===== config.mk =====
export PLATFORM = sky130hd
export DESIGN_NAME = arb_req_agent_flat
export DESIGN_NICKNAME = d
export VERILOG_FILES = /design/src/rtl/arb_req_pkg.sv /design/src/rtl/arb_req_if.sv /design/src/rtl/arb_req_chan.sv /design/src/rtl/arb_req_agent.sv /design/src/flat_wrapper.sv
export SDC_FILE = /design/constraint.sdc
export NUM_CORES = 1
export LEC_CHECK = 0
export ABC_AREA = 1
export BUFFER_PORTS_ARGS = -buffer_cell sky130_fd_sc_hd__buf_2
export CAP_MARGIN = 5
export CELL_PAD_IN_SITES_DETAIL_PLACEMENT = 1
export CELL_PAD_IN_SITES_GLOBAL_PLACEMENT = 1
export CORE_UTILIZATION = 47
export DETAILED_ROUTE_END_ITERATION = 10
export HOLD_SLACK_MARGIN = 0.08
export PLACE_DENSITY_LB_ADDON = 0.1
export RECOVER_POWER = 100
export SETUP_SLACK_MARGIN = 0.1
export SLEW_MARGIN = 30
export SYNTH_ARGS = -nofsm -noshare
export SYNTH_HDL_FRONTEND = slang
export SYNTH_SLANG_ARGS = --single-unit

===== constraint.sdc =====
create_clock -name clk -period 3.1 [get_ports clk]
set_input_delay 0.62 -clock clk [delete_from_list [all_inputs] [get_ports clk]]
set_output_delay 0.62 -clock clk [all_outputs]
set_load 0.02 [all_outputs]

===== src/rtl/arb_req_pkg.sv =====
// -----------------------------------------------------------------------------
// arb_req_pkg
// Shared types, default parameter values and width helpers for the
// requester-side arbitration agent (arb_req_agent, arb_req_chan, arb_req_if).
// Optional feature macro used elsewhere in this slice: STARVE_MON_EN.
// -----------------------------------------------------------------------------
package arb_req_pkg;

  // Per-channel FSM state encoding.
  typedef enum logic [1:0] {
    IDLE = 2'd0,
    REQ  = 2'd1,
    XFER = 2'd2
  } state_t;

  // Default configuration of the agent.
  localparam int NUM_REQ_DEF    = 32'sd4;
  localparam int BURST_LEN_DEF  = 32'sd4;
  localparam int PEND_W_DEF     = 32'sd3;
  localparam int STARVE_LIM_DEF = 32'sd16;

  // Beat-counter width: $clog2(BURST_LEN), never below 1 bit.
  function automatic int beat_w(input int burst_len);
    if (burst_len > 32'sd1) begin
      return $clog2(burst_len);
    end else begin
      return 32'sd1;
    end
  endfunction

  // Wait-counter width: enough bits to hold the value STARVE_LIM itself.
  function automatic int wait_w(input int starve_lim);
    if (starve_lim > 32'sd0) begin
      return $clog2(starve_lim + 32'sd1);
    end else begin
      return 32'sd1;
    end
  endfunction

endpackage


===== src/rtl/arb_req_if.sv =====
// -----------------------------------------------------------------------------
// arb_req_if
// Bundle of the agent's job/arbitration signals.
//   push, gnt, clr_ovf : into the agent (job sources / arbiter / control)
//   req                : agent -> arbiter request
//   xfer_vld/xfer_last : transfer beat strobes per channel
//   pend_full, ovf     : pending-counter status
//   starve             : wait-limit flag (only active with STARVE_MON_EN)
// Modports: master = the agent, slave = its environment (sources + arbiter).
// -----------------------------------------------------------------------------
interface arb_req_if
  import arb_req_pkg::*;
#(
  parameter int NUM_REQ = NUM_REQ_DEF
);
  logic [NUM_REQ-1:0] push;
  logic [NUM_REQ-1:0] gnt;
  logic               clr_ovf;
  logic [NUM_REQ-1:0] req;
  logic [NUM_REQ-1:0] xfer_vld;
  logic [NUM_REQ-1:0] xfer_last;
  logic [NUM_REQ-1:0] pend_full;
  logic [NUM_REQ-1:0] ovf;
  logic [NUM_REQ-1:0] starve;

  modport master (
    input  push, gnt, clr_ovf,
    output req, xfer_vld, xfer_last, pend_full, ovf, starve
  );

  modport slave (
    output push, gnt, clr_ovf,
    input  req, xfer_vld, xfer_last, pend_full, ovf, starve
  );
endinterface


===== src/rtl/arb_req_chan.sv =====
// -----------------------------------------------------------------------------
// arb_req_chan
// One requester channel: IDLE/REQ/XFER FSM, saturating pending-job counter,
// sticky overflow flag and (with STARVE_MON_EN) a saturating wait counter.
// Every output comes straight from a flop that is loaded with the decode of
// the next state, so outputs change only on clk edges or on reset.
// Ports:
//   clk, rst (async, active-high)
//   push     in  enqueue one job (1-cycle pulse)
//   gnt      in  grant from the arbiter, honoured only in REQ
//   clr_ovf  in  clear the sticky ovf flag (a same-cycle set wins)
//   req, xfer_vld, xfer_last, pend_full, ovf, starve  out (registered)
// Macro: STARVE_MON_EN builds the starvation monitor; otherwise starve = 0.
// -----------------------------------------------------------------------------
module arb_req_chan
  import arb_req_pkg::*;
#(
  parameter int BURST_LEN  = BURST_LEN_DEF,
  parameter int PEND_W     = PEND_W_DEF,
  parameter int STARVE_LIM = STARVE_LIM_DEF
) (
  input  logic clk,
  input  logic rst,
  input  logic push,
  input  logic gnt,
  input  logic clr_ovf,
  output logic req,
  output logic xfer_vld,
  output logic xfer_last,
  output logic pend_full,
  output logic ovf,
  output logic starve
);

  localparam int BW = beat_w(BURST_LEN);
  localparam logic [BW-1:0]     LAST_BEAT = BW'(BURST_LEN - 32'sd1);
  localparam logic [PEND_W-1:0] PEND_MAX  = {PEND_W{1'b1}};

  // Reject configurations the counters cannot represent.
  if (BURST_LEN < 32'sd1 || PEND_W < 32'sd1 || STARVE_LIM < 32'sd1) begin : g_param_chk
    $error("arb_req_chan: BURST_LEN, PEND_W and STARVE_LIM must all be >= 1");
  end

  state_t            state_r, state_s;
  logic [BW-1:0]     beat_r, beat_s;
  logic [PEND_W-1:0] pend_r, pend_s;
  logic              take_s;
  logic              ovf_set_s;
  logic              ovf_s;
  logic              req_r, vld_r, last_r, full_r, ovf_r;

  // Next-state and beat-counter decode.
  always_comb begin
    state_s = state_r;
    beat_s  = beat_r;
    take_s  = 1'b0;
    case (state_r)
      IDLE: begin
        if ((pend_r != '0) || push) begin
          state_s = REQ;
        end else begin
          state_s = IDLE;
        end
      end
      REQ: begin
        if (gnt) begin
          state_s = XFER;
          beat_s  = '0;
          take_s  = 1'b1;
        end else begin
          state_s = REQ;
        end
      end
      XFER: begin
        // The burst always runs to completion; gnt is not looked at here.
        if (beat_r == LAST_BEAT) begin
          state_s = IDLE;
          beat_s  = '0;
        end else begin
          beat_s  = beat_r + 1'b1;
        end
      end
      default: begin
        state_s = IDLE;
        beat_s  = '0;
      end
    endcase
  end

  // Pending counter: a push and a grant in the same cycle cancel out; a push
  // into a full counter with no grant is dropped and flagged.
  always_comb begin
    pend_s    = pend_r;
    ovf_set_s = 1'b0;
    if (push && !take_s) begin
      if (pend_r == PEND_MAX) begin
        pend_s    = pend_r;
        ovf_set_s = 1'b1;
      end else begin
        pend_s    = pend_r + 1'b1;
      end
    end else if (take_s && !push) begin
      pend_s = pend_r - 1'b1;
    end else begin
      pend_s = pend_r;
    end
    if (ovf_set_s) begin
      ovf_s = 1'b1;
    end else if (clr_ovf) begin
      ovf_s = 1'b0;
    end else begin
      ovf_s = ovf_r;
    end
  end

  // State, counters and registered output decode.
  always_ff @(posedge clk or posedge rst) begin
    if (rst) begin
      state_r <= IDLE;
      beat_r  <= '0;
      pend_r  <= '0;
      ovf_r   <= 1'b0;
      req_r   <= 1'b0;
      vld_r   <= 1'b0;
      last_r  <= 1'b0;
      full_r  <= 1'b0;
    end else begin
      state_r <= state_s;
      beat_r  <= beat_s;
      pend_r  <= pend_s;
      ovf_r   <= ovf_s;
      req_r   <= (state_s != IDLE);
      vld_r   <= (state_s == XFER);
      last_r  <= (state_s == XFER) && (beat_s == LAST_BEAT);
      full_r  <= (pend_s == PEND_MAX);
    end
  end

  assign req       = req_r;
  assign xfer_vld  = vld_r;
  assign xfer_last = last_r;
  assign pend_full = full_r;
  assign ovf       = ovf_r;

`ifdef STARVE_MON_EN
  localparam int WW = wait_w(STARVE_LIM);
  localparam logic [WW-1:0] WAIT_LIM = WW'(STARVE_LIM);

  logic [WW-1:0] wait_r, wait_s;
  logic          starve_r;

  // Wait counter: counts REQ cycles, saturates at the limit, clears on grant.
  always_comb begin
    wait_s = wait_r;
    if (state_s == XFER) begin
      wait_s = '0;
    end else if ((state_r == REQ) && (wait_r != WAIT_LIM)) begin
      wait_s = wait_r + 1'b1;
    end else begin
      wait_s = wait_r;
    end
  end

  // Wait counter and starve flag registers.
  always_ff @(posedge clk or posedge rst) begin
    if (rst) begin
      wait_r   <= '0;
      starve_r <= 1'b0;
    end else begin
      wait_r   <= wait_s;
      starve_r <= (wait_s >= WAIT_LIM);
    end
  end

  assign starve = starve_r;
`else
  assign starve = 1'b0;
`endif

endmodule


===== src/rtl/arb_req_agent.sv =====
// -----------------------------------------------------------------------------
// arb_req_agent
// Requester-side agent for a NUM_REQ-wide req/gnt arbiter. Each channel counts
// pending jobs, requests, waits for its grant and then runs a BURST_LEN-beat
// transfer while holding req, dropping req for one cycle between bursts.
// Ports:
//   clk, rst      clock and asynchronous active-high reset
//   bus (master)  arb_req_if: push/gnt/clr_ovf in; req, xfer_vld, xfer_last,
//                 pend_full, ovf, starve out (all registered)
// Macro: STARVE_MON_EN enables the per-channel starvation monitor.
// -----------------------------------------------------------------------------
module arb_req_agent
  import arb_req_pkg::*;
#(
  parameter int NUM_REQ    = NUM_REQ_DEF,
  parameter int BURST_LEN  = BURST_LEN_DEF,
  parameter int PEND_W     = PEND_W_DEF,
  parameter int STARVE_LIM = STARVE_LIM_DEF
) (
  input  logic     clk,
  input  logic     rst,
  arb_req_if.master bus
);

  logic [NUM_REQ-1:0] req_s;
  logic [NUM_REQ-1:0] vld_s;
  logic [NUM_REQ-1:0] last_s;
  logic [NUM_REQ-1:0] full_s;
  logic [NUM_REQ-1:0] ovf_s;
  logic [NUM_REQ-1:0] starve_s;
  logic               clr_ovf_s;

  // One clear strobe fans out to every channel.
  assign clr_ovf_s = bus.clr_ovf;

  for (genvar i = 0; i < NUM_REQ; i++) begin : g_chan
    arb_req_chan #(
      .BURST_LEN  (BURST_LEN),
      .PEND_W     (PEND_W),
      .STARVE_LIM (STARVE_LIM)
    ) u_chan (
      .clk       (clk),
      .rst       (rst),
      .push      (bus.push[i]),
      .gnt       (bus.gnt[i]),
      .clr_ovf   (clr_ovf_s),
      .req       (req_s[i]),
      .xfer_vld  (vld_s[i]),
      .xfer_last (last_s[i]),
      .pend_full (full_s[i]),
      .ovf       (ovf_s[i]),
      .starve    (starve_s[i])
    );
  end

  assign bus.req       = req_s;
  assign bus.xfer_vld  = vld_s;
  assign bus.xfer_last = last_s;
  assign bus.pend_full = full_s;
  assign bus.ovf       = ovf_s;
  assign bus.starve    = starve_s;

endmodule

===== src/flat_wrapper.sv =====
// flat-port wrapper written by rule: the top's interface ports become plain ports
module arb_req_agent_flat import arb_req_pkg::*;
#(
  parameter int NUM_REQ    = NUM_REQ_DEF,
  parameter int BURST_LEN  = BURST_LEN_DEF,
  parameter int PEND_W     = PEND_W_DEF,
  parameter int STARVE_LIM = STARVE_LIM_DEF
)
  (clk, rst, bus_push, bus_gnt, bus_clr_ovf, bus_req, bus_xfer_vld, bus_xfer_last, bus_pend_full, bus_ovf, bus_starve);
  arb_req_if #(.NUM_REQ(NUM_REQ)) bus_i ();
  input  logic clk;
  input  logic rst;
  input wire logic [$bits(bus_i.push)-1:0] bus_push;
  input wire logic [$bits(bus_i.gnt)-1:0] bus_gnt;
  input wire logic [$bits(bus_i.clr_ovf)-1:0] bus_clr_ovf;
  output wire logic [$bits(bus_i.req)-1:0] bus_req;
  output wire logic [$bits(bus_i.xfer_vld)-1:0] bus_xfer_vld;
  output wire logic [$bits(bus_i.xfer_last)-1:0] bus_xfer_last;
  output wire logic [$bits(bus_i.pend_full)-1:0] bus_pend_full;
  output wire logic [$bits(bus_i.ovf)-1:0] bus_ovf;
  output wire logic [$bits(bus_i.starve)-1:0] bus_starve;
  assign bus_i.push = bus_push;
  assign bus_i.gnt = bus_gnt;
  assign bus_i.clr_ovf = bus_clr_ovf;
  assign bus_req = bus_i.req;
  assign bus_xfer_vld = bus_i.xfer_vld;
  assign bus_xfer_last = bus_i.xfer_last;
  assign bus_pend_full = bus_i.pend_full;
  assign bus_ovf = bus_i.ovf;
  assign bus_starve = bus_i.starve;
  arb_req_agent #(.NUM_REQ(NUM_REQ), .BURST_LEN(BURST_LEN), .PEND_W(PEND_W), .STARVE_LIM(STARVE_LIM)) u_core (.clk(clk), .rst(rst), .bus(bus_i));
endmodule

==> impl_metrics.env <==
export IMPL_antenna_cells=0
export IMPL_grt_ovfl_total=0
export IMPL_fin_nets=350
export IMPL_crit_required_ns=3.22
export IMPL_drtAntennaViolNets=0
export IMPL_wl_per_cell_um=12.73
export IMPL_peakVddDrop_uv=385.9
export IMPL_drt_iter0_drc=57
export IMPL_min_path_type="register to register"
export IMPL_syn_inst=307
export IMPL_cts_buffers=5
export IMPL_r2r_start="u_core.g_chan[3].u_chan.state_r[1]$_DFF_PP0_"
export IMPL_slew_viol_final=49
export IMPL_cts_num_sinks=48
export IMPL_wirelength_um=5043
export IMPL_violations="max-capacitance violations, max-slew violations"
export IMPL_maxCapViolCount=1
export IMPL_cts_tree="built"
export IMPL_fillCellCount=707
export IMPL_grt_pass1_wl_um=8569
export IMPL_grt_max_degree=49
export IMPL_rows=27
export IMPL_yosysWarnings=0
export IMPL_clk_pin_slew_ns=0.08
export IMPL_arrival_ns=1.91
export IMPL_hold_viol=0
export IMPL_fin_crit_sh=0.5765
export IMPL_leakage_nw=1.462
export IMPL_synth_cell_types=24
export IMPL_cp_num_cells=2
export IMPL_area_growth_synth_to_final_pct=3.846
export IMPL_dpl_cell_count=388
export IMPL_ys_ff_latch=48
export IMPL_dieArea_um2=5981
export IMPL_relSlewSlack=-0.3808
export IMPL_layout_min_cycle_time_ns=1.787
export IMPL_gp_congestion=0.7500
export IMPL_grt_setup_unrepaired="no"
export IMPL_die_h_um=77.34
export IMPL_finalNonFillerCells=396
export IMPL_worstSetupPathType="primary input to async pin"
export IMPL_grt_pass1_vias=2010
export IMPL_finalSetupViolations=0
export IMPL_drive_above_1_share=0.1389
export IMPL_first_pass_iters=4
export IMPL_numPortBuffers=30
export IMPL_syn_avg_cell_area_um2=8.689
export IMPL_worst_path_buf_inv=2
export IMPL_ys_seq_area_frac=0.4503
export IMPL_path_cells="buf_2 -> clkinvlp_2"
export IMPL_start_util=0.4874
export IMPL_timing_critical_path_max_delay_family="buffers and inverters"
export IMPL_vias=1953
export IMPL_coreArea_um2=5473
export IMPL_fin_tns_setup_ns=0
export IMPL_pin_count=35
export IMPL_end_kind="async pin"
export IMPL_grt_usage=0.1821
export IMPL_start_kind="primary input"
export IMPL_cts_resized_gates=0
export IMPL_startpoint="rst"
export IMPL_max_freq_ghz=0.5595
export IMPL_min_path_cells=1
export IMPL_fin_skew_ns=0.002551
export IMPL_postCtsHoldBufs=0
export IMPL_cts_htree_levels=2
export IMPL_hp_start="u_core.g_chan[1].u_chan.beat_r[0]$_DFF_PP0_"
export IMPL_clock_path_buffers=2
export IMPL_grt_antenna_before_repair=0
export IMPL_tightest_slew_ns=2.060
export IMPL_synth_area_um2=2668
export IMPL_root_buffer="clkbuf_8"
export IMPL_clock_latency_ns=0.29
export IMPL_drcViolationCount=0
export IMPL_crit_path_top_delay_cell="clkinvlp_2"
export IMPL_vias_per_cell=4.932
export IMPL_layout_cells_most_common_list="nand2_1 (72), dfrtp_1 (48), inv_1 (33)"
export IMPL_fp_dieW_um=77.34
export IMPL_status="finished, violations left"
export IMPL_slowest_delay_ns=1.16
export IMPL_hpwl_um=3907
export IMPL_power_density_nw_per_um2=1017
export IMPL_reg2regPathDepth=7
export IMPL_final_common_cell="nand2_1"
export IMPL_crit_fanout=48
export IMPL_cts_setup_buffers=0
[per-layer routing]
metal / up-vias / global-route usage / part of all wire
li1: 976 / - / -
met1: 943 / 0.2175 / 0.45
met2: 25 / 0.3248 / 0.51
met3: 9 / 0.03412 / 0.024
met4: 0 / 0.06604 / 0.015
met5: - / 0 / 0
[final timing paths]
path / endpoint / slack, ns
hold reg to reg: u_core.g_chan[1].u_chan.beat_r[0]$_DFF_PP0_ / 0.54
setup / recovery: u_core.g_chan[1].u_chan.beat_r[0]$_DFF_PP0_ / 1.31
min in group asynchronous: u_core.g_chan[0].u_chan.xfer_last$_DFF_PP0_ / 0.85
max in group clk: bus_ovf[3] / 1.58
setup reg to reg: u_core.g_chan[3].u_chan.pend_full$_DFF_PP0_ / 1.71
hold / removal: u_core.g_chan[1].u_chan.beat_r[0]$_DFF_PP0_ / 0.54
[stage by stage]
stage / setup slack, ns / power (mW) / instance area [um^2] / utilization / hold slack, ns
2_1_floorplan: 1.336 / 2.231 / 2679 / - / 0.4828
3_3_place_gp: 1.529 / 2.409 / 2739 / 0.5005 / 0.5151
3_5_place_dp: 1.589 / 2.477 / 2741 / 0.5009 / 0.5283
4_1_cts: 1.611 / 2.935 / 2849 / 0.5206 / 0.4081
5_1_grt: 0.9169 / 3.093 / 2770 / 0.5062 / 0.5527
6_report: 1.313 / 2.817 / 2770 / 0.5062 / 0.5375
[cells by family (layout without fill, tap and decap cells)]
group	count (synthesis)	in the layout	share of synthesized area
AND/OR/NAND/NOR	149	149	0.2847
flip-flops	48	48	0.4503
AO/OA/AOI/OAI	26	26	0.05488
buffers and inverters	64	78	0.1238
adder cells (fa/ha/maj)	16	16	0.07505
other	1	4	0.001406
XOR/XNOR	3	3	0.009852
[cell usage after synthesis]
library cell / count / area [um^2]
nand2_1: 69 / 259.0
dfrtp_1: 48 / 1201
inv_1: 30 / 112.6
buf_4: 24 / 180.2
nand3_1: 19 / 95.09
nor2_1: 19 / 71.32
ha_1: 16 / 200.2
nand2_2: 14 / 87.58
nand3_2: 14 / 140.1
o21ai_0: 8 / 40.04
inv_2: 7 / 26.28
o22ai_1: 7 / 43.79
o21ai_1: 6 / 30.03
nor2_2: 4 / 25.02
a31oi_1: 3 / 18.77
clkinv_1: 3 / 11.26
nand3b_1: 3 / 22.52
nor2_4: 3 / 33.78
or2_1: 3 / 18.77
xor2_1: 3 / 26.28
a21oi_1: 1 / 5.000
a41oi_1: 1 / 8.760
conb_1: 1 / 3.750
or2_2: 1 / 6.260
[layout make-up]
class	instances	area, um^2	area share
sequential	48	1201	0.4336
inverter	40	151.4	0.05465
clock inverter	2	35.03	0.01265
multi-input combinational	198	1095	0.3952
timing repair buffer	30	125.1	0.04517
tap	72	90.09	0.03252
clock buffer	6	72.57	0.02620
[state kept, by name, indices dropped and copies added (netlist names)]
| name | count |
|---|---|
| u_core.g_chan.u_chan.pend_r | 12 |
| u_core.g_chan.u_chan.beat_r | 8 |
| u_core.g_chan.u_chan.state_r | 8 |
| u_core.g_chan.u_chan.ovf | 4 |
| u_core.g_chan.u_chan.pend_full | 4 |
| u_core.g_chan.u_chan.req | 4 |
| u_core.g_chan.u_chan.xfer_last | 4 |
| u_core.g_chan.u_chan.xfer_vld | 4 |
[power by group]
group	leakage [nW]	internal, mW	total (mW)	switching (mW)
Combinational	0.815	0.436	1.30	0.859
Sequential	0.591	0.887	1.08	0.194
Clock	0.0552	0.239	0.440	0.201
Total	1.46	1.56	2.82	1.25
(Power assumes the default switching activity.)
